<file path="config.mk">
export PLATFORM = sky130hd
export DESIGN_NAME = cable_launch_ctrl_flat
export DESIGN_NICKNAME = d
export VERILOG_FILES = /design/src/rtl/cable_pkg.sv /design/src/rtl/cable_launch_ctrl_if.sv /design/src/rtl/key_debouncer.sv /design/src/rtl/cable_launch_ctrl.sv /design/src/flat_wrapper.sv
export SDC_FILE = /design/constraint.sdc
export NUM_CORES = 1
export LEC_CHECK = 0
export BUFFER_PORTS_ARGS = -buffer_cell sky130_fd_sc_hd__buf_2
export CORE_UTILIZATION = 50
export DETAILED_ROUTE_END_ITERATION = 8
export PLACE_DENSITY = 0.82
export SYNTH_ARGS = -nofsm -noshare
export SYNTH_HDL_FRONTEND = slang
export SYNTH_SLANG_ARGS = --single-unit
</file>
<file path="constraint.sdc">
create_clock -name clk -period 2.7 [get_ports clk]
set_input_delay 0.54 -clock clk [delete_from_list [all_inputs] [get_ports clk]]
set_output_delay 0.54 -clock clk [all_outputs]
set_load 0.02 [all_outputs]
</file>
<file path="src/rtl/cable_pkg.sv">
// Shared types and screen constants for the cable launch/collision control slice.
package cable_pkg;

   localparam int unsigned COORD_W       = 11;
   localparam int unsigned SCREEN_X_LAST = 639;
   localparam int unsigned SCREEN_Y_LAST = 479;
   localparam int unsigned OBJ_SIZE      = 64;

   localparam logic signed [COORD_W-1:0] X_MAX = COORD_W'(SCREEN_X_LAST - OBJ_SIZE);
   localparam logic signed [COORD_W-1:0] Y_MAX = COORD_W'(SCREEN_Y_LAST - OBJ_SIZE);

   typedef enum logic [1:0] {
      HOME    = 2'd0,
      EXTEND  = 2'd1,
      RETRACT = 2'd2
   } cable_state_t;

   typedef enum logic [1:0] {
      NONE     = 2'd0,
      GOLD     = 2'd1,
      ROCK     = 2'd2,
      EDGE_TMO = 2'd3
   } hit_t;

   typedef struct packed {
      logic gold;
      logic rock;
      logic edge_hit;
   } hit_flags_t;

   // Highest-priority hit wins: gold, then rock, then edge.
   function automatic hit_t prio_hit(input hit_flags_t f);
      if (f.gold)     return GOLD;
      if (f.rock)     return ROCK;
      if (f.edge_hit) return EDGE_TMO;
      return NONE;
   endfunction

   // Hook top-left outside the legal drawing area (signed compare).
   function automatic logic out_of_bounds(input logic signed [COORD_W-1:0] x,
                                          input logic signed [COORD_W-1:0] y);
      return x[COORD_W-1] | y[COORD_W-1] | (x > X_MAX) | (y > Y_MAX);
   endfunction

endpackage

</file>
<file path="src/rtl/cable_launch_ctrl_if.sv">
// Frame, hook/object overlap inputs and launch/collision/grab outputs of the cable controller.
interface cable_launch_ctrl_if import cable_pkg::*; ();

   logic                       startOfFrame;
   logic                       keyLaunch;
   logic                       IsInCircular;
   logic signed [COORD_W-1:0]  hookTopLeftX;
   logic signed [COORD_W-1:0]  hookTopLeftY;
   logic                       hookDR;
   logic                       goldDR;
   logic                       rockDR;
   logic                       launch_Cable;
   logic                       collision;
   hit_t                       hitType;
   logic                       grabDone;
   cable_state_t               cableState;

   modport slave (
      input  startOfFrame, keyLaunch, IsInCircular, hookTopLeftX, hookTopLeftY,
             hookDR, goldDR, rockDR,
      output launch_Cable, collision, hitType, grabDone, cableState
   );

   modport master (
      output startOfFrame, keyLaunch, IsInCircular, hookTopLeftX, hookTopLeftY,
             hookDR, goldDR, rockDR,
      input  launch_Cable, collision, hitType, grabDone, cableState
   );

endinterface

</file>
<file path="src/rtl/key_debouncer.sv">
// Frame-rate key debouncer: accepts a new level after DEBOUNCE_FRAMES consecutive equal samples.
module key_debouncer #(
   parameter int unsigned DEBOUNCE_FRAMES = 3
) (
   input  logic clk,
   input  logic reset,
   input  logic startOfFrame,
   input  logic keyIn,
   output logic keyStable,
   output logic keyPress
);

   localparam int unsigned CNT_W = (DEBOUNCE_FRAMES > 1) ? $clog2(DEBOUNCE_FRAMES) : 1;

   logic [CNT_W-1:0] diff_cnt_q;

   // diff_cnt_q counts consecutive frame samples that disagree with keyStable.
   always_ff @(posedge clk) begin
      if (reset) begin
         keyStable  <= 1'b0;
         keyPress   <= 1'b0;
         diff_cnt_q <= '0;
      end else begin
         keyPress <= 1'b0;
         if (startOfFrame) begin
            if (keyIn == keyStable) begin
               diff_cnt_q <= '0;
            end else if (diff_cnt_q == CNT_W'(DEBOUNCE_FRAMES - 1)) begin
               keyStable  <= keyIn;
               keyPress   <= keyIn;
               diff_cnt_q <= '0;
            end else begin
               diff_cnt_q <= diff_cnt_q + CNT_W'(1);
            end
         end
      end
   end

endmodule

</file>
<file path="src/rtl/cable_launch_ctrl.sv">
// Launch/collision/grab sequencing for the hook cable: one launch, one collision, one grabDone per throw.
module cable_launch_ctrl import cable_pkg::*; #(
   parameter int unsigned DEBOUNCE_FRAMES    = 3,
   parameter int unsigned MAX_EXTEND_FRAMES  = 90,
   parameter int unsigned MIN_RETRACT_FRAMES = 4
) (
   input  logic               clk,
   input  logic               reset,
   cable_launch_ctrl_if.slave bus
);

   localparam int unsigned FCNT_W = $clog2(MAX_EXTEND_FRAMES + 1);

   cable_state_t      state_q, state_nxt;
   hit_flags_t        latch_q, hits_now;
   hit_t              hit_type_q, hit_type_c;
   logic [FCNT_W-1:0] fcnt_q;
   logic              key_stable, key_press;
   logic              hit_any, timeout_c, retract_done_c;
   logic              launch_c, collision_c, grab_c;
   logic              launch_q, collision_q, grab_q;

   key_debouncer #(
      .DEBOUNCE_FRAMES (DEBOUNCE_FRAMES)
   ) u_key_debouncer (
      .clk          (clk),
      .reset        (reset),
      .startOfFrame (bus.startOfFrame),
      .keyIn        (bus.keyLaunch),
      .keyStable    (key_stable),
      .keyPress     (key_press)
   );

   always_comb begin
      hits_now          = '0;
      hits_now.gold     = bus.hookDR & bus.goldDR;
      hits_now.rock     = bus.hookDR & bus.rockDR;
      hits_now.edge_hit = out_of_bounds(bus.hookTopLeftX, bus.hookTopLeftY);
   end

   assign hit_any        = latch_q.gold | latch_q.rock | latch_q.edge_hit;
   assign timeout_c      = (fcnt_q == FCNT_W'(MAX_EXTEND_FRAMES - 1));
   assign retract_done_c = (fcnt_q >= FCNT_W'(MIN_RETRACT_FRAMES)) & bus.IsInCircular;

   always_ff @(posedge clk) begin
      if (reset) state_q <= HOME;
      else       state_q <= state_nxt;
   end

   always_comb begin
      state_nxt = state_q;
      case (state_q)
         HOME:    if (key_press && key_stable && bus.IsInCircular) state_nxt = EXTEND;
         EXTEND:  if (bus.startOfFrame && (hit_any || timeout_c)) state_nxt = RETRACT;
         RETRACT: if (retract_done_c) state_nxt = HOME;
         default: state_nxt = HOME;
      endcase
   end

   // Pulses are raised only on the transition out of each state, so they can never overlap.
   always_comb begin
      launch_c    = 1'b0;
      collision_c = 1'b0;
      grab_c      = 1'b0;
      hit_type_c  = hit_type_q;
      case (state_q)
         HOME: if (state_nxt == EXTEND) begin
            launch_c   = 1'b1;
            hit_type_c = NONE;
         end
         EXTEND: if (state_nxt == RETRACT) begin
            collision_c = 1'b1;
            hit_type_c  = hit_any ? prio_hit(latch_q) : EDGE_TMO;
         end
         RETRACT: if (state_nxt == HOME) grab_c = 1'b1;
         default: ;
      endcase
   end

   always_ff @(posedge clk) begin
      if (reset) begin
         launch_q    <= 1'b0;
         collision_q <= 1'b0;
         grab_q      <= 1'b0;
         hit_type_q  <= NONE;
      end else begin
         launch_q    <= launch_c;
         collision_q <= collision_c;
         grab_q      <= grab_c;
         hit_type_q  <= hit_type_c;
      end
   end

   // Shared frame counter: extend timeout, then retract dwell (saturating).
   always_ff @(posedge clk) begin
      if (reset || launch_c || collision_c) begin
         fcnt_q <= '0;
      end else if (bus.startOfFrame && state_q == EXTEND) begin
         fcnt_q <= fcnt_q + FCNT_W'(1);
      end else if (bus.startOfFrame && state_q == RETRACT &&
                   fcnt_q < FCNT_W'(MIN_RETRACT_FRAMES)) begin
         fcnt_q <= fcnt_q + FCNT_W'(1);
      end
   end

   // A hit coinciding with startOfFrame lands in the freshly cleared latch.
   always_ff @(posedge clk) begin
      if (reset || state_q != EXTEND) latch_q <= '0;
      else if (bus.startOfFrame)      latch_q <= hits_now;
      else                            latch_q <= hit_flags_t'(latch_q | hits_now);
   end

   assign bus.launch_Cable = launch_q;
   assign bus.collision    = collision_q;
   assign bus.grabDone     = grab_q;
   assign bus.hitType      = hit_type_q;
   assign bus.cableState   = state_q;

endmodule

</file>
<file path="src/flat_wrapper.sv">
// flat-port wrapper written by rule: the top's interface ports become plain ports
module cable_launch_ctrl_flat import cable_pkg::*;
#(
   parameter int unsigned DEBOUNCE_FRAMES    = 3,
   parameter int unsigned MAX_EXTEND_FRAMES  = 90,
   parameter int unsigned MIN_RETRACT_FRAMES = 4
)
  (clk, reset, bus_startOfFrame, bus_keyLaunch, bus_IsInCircular, bus_hookTopLeftX, bus_hookTopLeftY, bus_hookDR, bus_goldDR, bus_rockDR, bus_launch_Cable, bus_collision, bus_hitType, bus_grabDone, bus_cableState);
  cable_launch_ctrl_if bus_i ();
  input  logic clk;
  input  logic reset;
  input wire logic [$bits(bus_i.startOfFrame)-1:0] bus_startOfFrame;
  input wire logic [$bits(bus_i.keyLaunch)-1:0] bus_keyLaunch;
  input wire logic [$bits(bus_i.IsInCircular)-1:0] bus_IsInCircular;
  input wire logic [$bits(bus_i.hookTopLeftX)-1:0] bus_hookTopLeftX;
  input wire logic [$bits(bus_i.hookTopLeftY)-1:0] bus_hookTopLeftY;
  input wire logic [$bits(bus_i.hookDR)-1:0] bus_hookDR;
  input wire logic [$bits(bus_i.goldDR)-1:0] bus_goldDR;
  input wire logic [$bits(bus_i.rockDR)-1:0] bus_rockDR;
  output wire logic [$bits(bus_i.launch_Cable)-1:0] bus_launch_Cable;
  output wire logic [$bits(bus_i.collision)-1:0] bus_collision;
  output wire logic [$bits(bus_i.hitType)-1:0] bus_hitType;
  output wire logic [$bits(bus_i.grabDone)-1:0] bus_grabDone;
  output wire logic [$bits(bus_i.cableState)-1:0] bus_cableState;
  assign bus_i.startOfFrame = bus_startOfFrame;
  assign bus_i.keyLaunch = bus_keyLaunch;
  assign bus_i.IsInCircular = bus_IsInCircular;
  assign bus_i.hookTopLeftX = bus_hookTopLeftX;
  assign bus_i.hookTopLeftY = bus_hookTopLeftY;
  assign bus_i.hookDR = bus_hookDR;
  assign bus_i.goldDR = bus_goldDR;
  assign bus_i.rockDR = bus_rockDR;
  assign bus_launch_Cable = bus_i.launch_Cable;
  assign bus_collision = bus_i.collision;
  assign bus_hitType = bus_i.hitType;
  assign bus_grabDone = bus_i.grabDone;
  assign bus_cableState = bus_i.cableState;
  cable_launch_ctrl #(.DEBOUNCE_FRAMES(DEBOUNCE_FRAMES), .MAX_EXTEND_FRAMES(MAX_EXTEND_FRAMES), .MIN_RETRACT_FRAMES(MIN_RETRACT_FRAMES)) u_core (.clk(clk), .reset(reset), .bus(bus_i));
endmodule
</file>
==> impl_results.md <==
* Reg2Reg Capture Point: u_core.fcnt_q[2]$_SDFFE_PP0P_
* First-pass GRT wire length at 3130 microns
* Via/cell ratio at 5.46
* H-Tree Depth at 1
* Post-synth top area share at 45.1%
* Register clock-pin slew on the reported worst setup and hold paths at 0.12 ns
* Clk sinks at 21
* Setup crit start kind: flip-flop
* Max-Cap Viols at 0
* Total die area at 2040 sq um
* Root Buffer: clkbuf_4
* Reg2Reg Depth at 4
* Sum Neg Setup Slack at 0 ns
* Cell variety after synth at 32
* Synth area leaders: dfxtp_1 45%, nor2_1 6.0%, xnor2_1 5.6%
* Min-delay src: u_core.bus.hitType[0]$_SDFFE_PP0P_
* Most common cell after layout, fill and taps aside: buf_2
* Number of setup buffers added after CTS at 0
* Total gr overflow at 0
* PD cells at 444 nW/um^2
* Site Rows at 15
* Hold path cells at 2
* Worst-skew pair later-pin latency at 0.30 ns
* Synth Cell Area at 932 sq um
* Slew Viols, Final at 0
* VDD IR max at 0.000414 V
* Setup violations, final at 0
* Slew Limit Headroom at 71.2%
* Most frequent cells in the layout: 25 x buf_2, 21 x dfxtp_1, 15 x nor2_1
* Mapped Nets at 136
* WP data required at 2.95 ns
* Crit path capture type: flip-flop
* Post-DP HPWL at 1420 microns
* Static leakage at 0.460 nW
* Largest area contributor in the synthesized netlist: dfxtp_1
* Worst setup margin at 0.902 ns
* Fin. Hold Viols at 0
* CTS Buffer Depth at 2
* WHS at 0.461 ns
* Initial Utilization at 53.4%
* Ant diodes at 0
* Die width at 45.2 microns
* Pre-antenna DRT Iters at 4
* TritonCTS Buffers at 3
* Worst hold endpoint: u_core.bus.hitType[0]$_SDFFE_PP0P_
* Die Span Y at 45.2 microns
* CTS tree: yes
* Register area share after synthesis at 45.1%
* Total GRT Usage at 21.1%
* DRC at 0
* Max frequency at 556 MHz
* Min Tclk post-route at 1.80 ns
* Crit path DAT at 2.05 ns
* Crit share post-route at 66.6%
* Cell Area, Placed at 1080 sq um
* Via Count at 852
* Fin Clk Skew at 0.00335 ns
* Dpl ws at 0.605 ns
* Mean Syn Cell Area at 9.05 sq um
* Cells after Synth at 103
* RSZ-0062 raised after global routing: no
* Dpl cells at 152
* Status: complete, no violations
* Worst reg2reg path startpoint: u_core.fcnt_q[2]$_SDFFE_PP0P_
* Routed WL per cell at 11.7 microns
* Ports at 37
* Fin nets at 165
* Port bufs at 25
* Layout Cells excl Fill at 156
* Post-CTS Hold Fix Bufs at 0
* Number of warnings issued by yosys at 0
* Syn-to-layout area delta at 19.3%
* Post-CTS Resized at 0
* Final wirelength at 1820 microns
* Initial antenna violation count at 0
* Vias in the first global route at 775
* Initial DRC Count at 17
* FILL cells at 155
* Largest net degree at the start of global routing at 14
* Worst-Margin Slew at 0.421 ns
* Core area at 1750 sq um
* Finished Cell Area at 1110 sq um
* R2R Setup Slk at 0.90 ns
* HP Class: flip-flop to flip-flop
* Crit path max fanout at 6
* Post-route ant nets at 0
* #FFs+latches synth at 21
* Share of layout cells above drive strength 1 at 23.7%
* Placer congestion estimate at 0.761
* Setup CP Type: flip-flop to flip-flop
worst max-delay path by stage:
stage	from	to	slack, ns
final	u_core.fcnt_q[2]$_SDFFE_PP0P_	u_core.fcnt_q[2]$_SDFFE_PP0P_	0.90
after global routing	u_core.fcnt_q[2]$_SDFFE_PP0P_	u_core.bus.hitType[0]$_SDFFE_PP0P_	0.83
after CTS	u_core.fcnt_q[2]$_SDFFE_PP0P_	u_core.fcnt_q[2]$_SDFFE_PP0P_	0.89
after detailed placement	bus_startOfFrame	u_core.fcnt_q[2]$_SDFFE_PP0P_	0.61
after global placement	bus_startOfFrame	u_core.fcnt_q[2]$_SDFFE_PP0P_	0.65
after floorplan	bus_startOfFrame	u_core.fcnt_q[2]$_SDFFE_PP0P_	0.86
per-stage QoR:
step                util (%)  power (W)
floorplan                  -   0.000332
global placement        62.2   0.000348
detailed placement      62.2   0.000350
CTS                     63.7   0.000500
global route            63.7   0.000516
finish                  63.7   0.000494
cells in the mapped netlist:
| library cell | instances |
|---|---|
| nand3b_1 | 3 |
| o41a_1 | 1 |
| a31oi_1 | 1 |
| clkbuf_1 | 1 |
| nand3_1 | 2 |
| a2111oi_0 | 1 |
| nand2b_1 | 2 |
| mux2_2 | 1 |
| nand4_1 | 1 |
| a22oi_1 | 2 |
| o21ai_0 | 3 |
| nor3_1 | 4 |
| o2bb2ai_1 | 2 |
| a21oi_2 | 1 |
| or3b_1 | 1 |
| a21oi_1 | 3 |
| nor2b_1 | 2 |
| nor3b_1 | 1 |
| dfxtp_1 | 21 |
| inv_1 | 8 |
| nand2_1 | 4 |
| nor2_1 | 15 |
| nor4_1 | 2 |
| o211ai_1 | 2 |
| a211o_1 | 1 |
| mux2i_1 | 2 |
| xnor2_1 | 6 |
| ha_1 | 3 |
| nor4b_1 | 1 |
| o31ai_1 | 2 |
| a221oi_1 | 1 |
| or3_1 | 3 |
cell families after synthesis:
family	after synthesis	share of synthesized area, %
and+or+nand+nor	41	22.7
DFF	21	45.1
AOI/OAI and AO/OA	20	15.6
buffers and inverters	9	3.62
xor gates and xnor gates	6	5.64
muxes	3	3.36
adders and majority gates	3	4.03
cell type report:
cell class / count / area [sq um] / share of cell area [%]
well taps: 25 / 31.3 / 2.81
clock buffers: 3 / 22.5 / 2.02
multi-input cells: 73 / 478 / 43.0
flip-flops and latches: 21 / 420 / 37.8
repair buffers: 25 / 125 / 11.2
clock inverters: 1 / 5.00 / 0.450
inverters: 8 / 30.0 / 2.70
registers in the layout, indices dropped and copies added, names as in the netlist:
| name | cells |
|---|---|
| u_core.fcnt_q | 7 |
| u_core.u_key_debouncer.keyStable | 1 |
| u_core.latch_q | 3 |
| u_core.bus.grabDone | 1 |
| u_core.bus.hitType | 2 |
| u_core.bus.launch_Cable | 1 |
| u_core.u_key_debouncer.keyPress | 1 |
| u_core.u_key_debouncer.diff_cnt_q | 2 |
| u_core.bus.cableState | 2 |
| u_core.bus.collision | 1 |
where the power goes:
part	switching, W	internal, W	leakage [nW]	total [W]
Sequential	0.00000115	0.000311	0.169	0.000312
Clock	0.0000962	0.0000553	0.0177	0.000152
Combinational	0.0000155	0.0000152	0.273	0.0000307
worst max-delay path, cell delays in order (launching register included):
cell and delay [ns]:
dfxtp_1 0.37, or3b_1 0.43, o41a_1 0.45, or3_1 0.35
a21oi_2 0.14
per-layer routing:
metal  track usage, %  up-vias  part of all wire [%]
li1                 -      419                     -
met1             25.8      397                    45
met2             36.2       34                    48
met3             6.00        2                   6.0
met4             5.45        0                  0.82
met5                0        -                     0
Power figures use the tool's default switching activity.
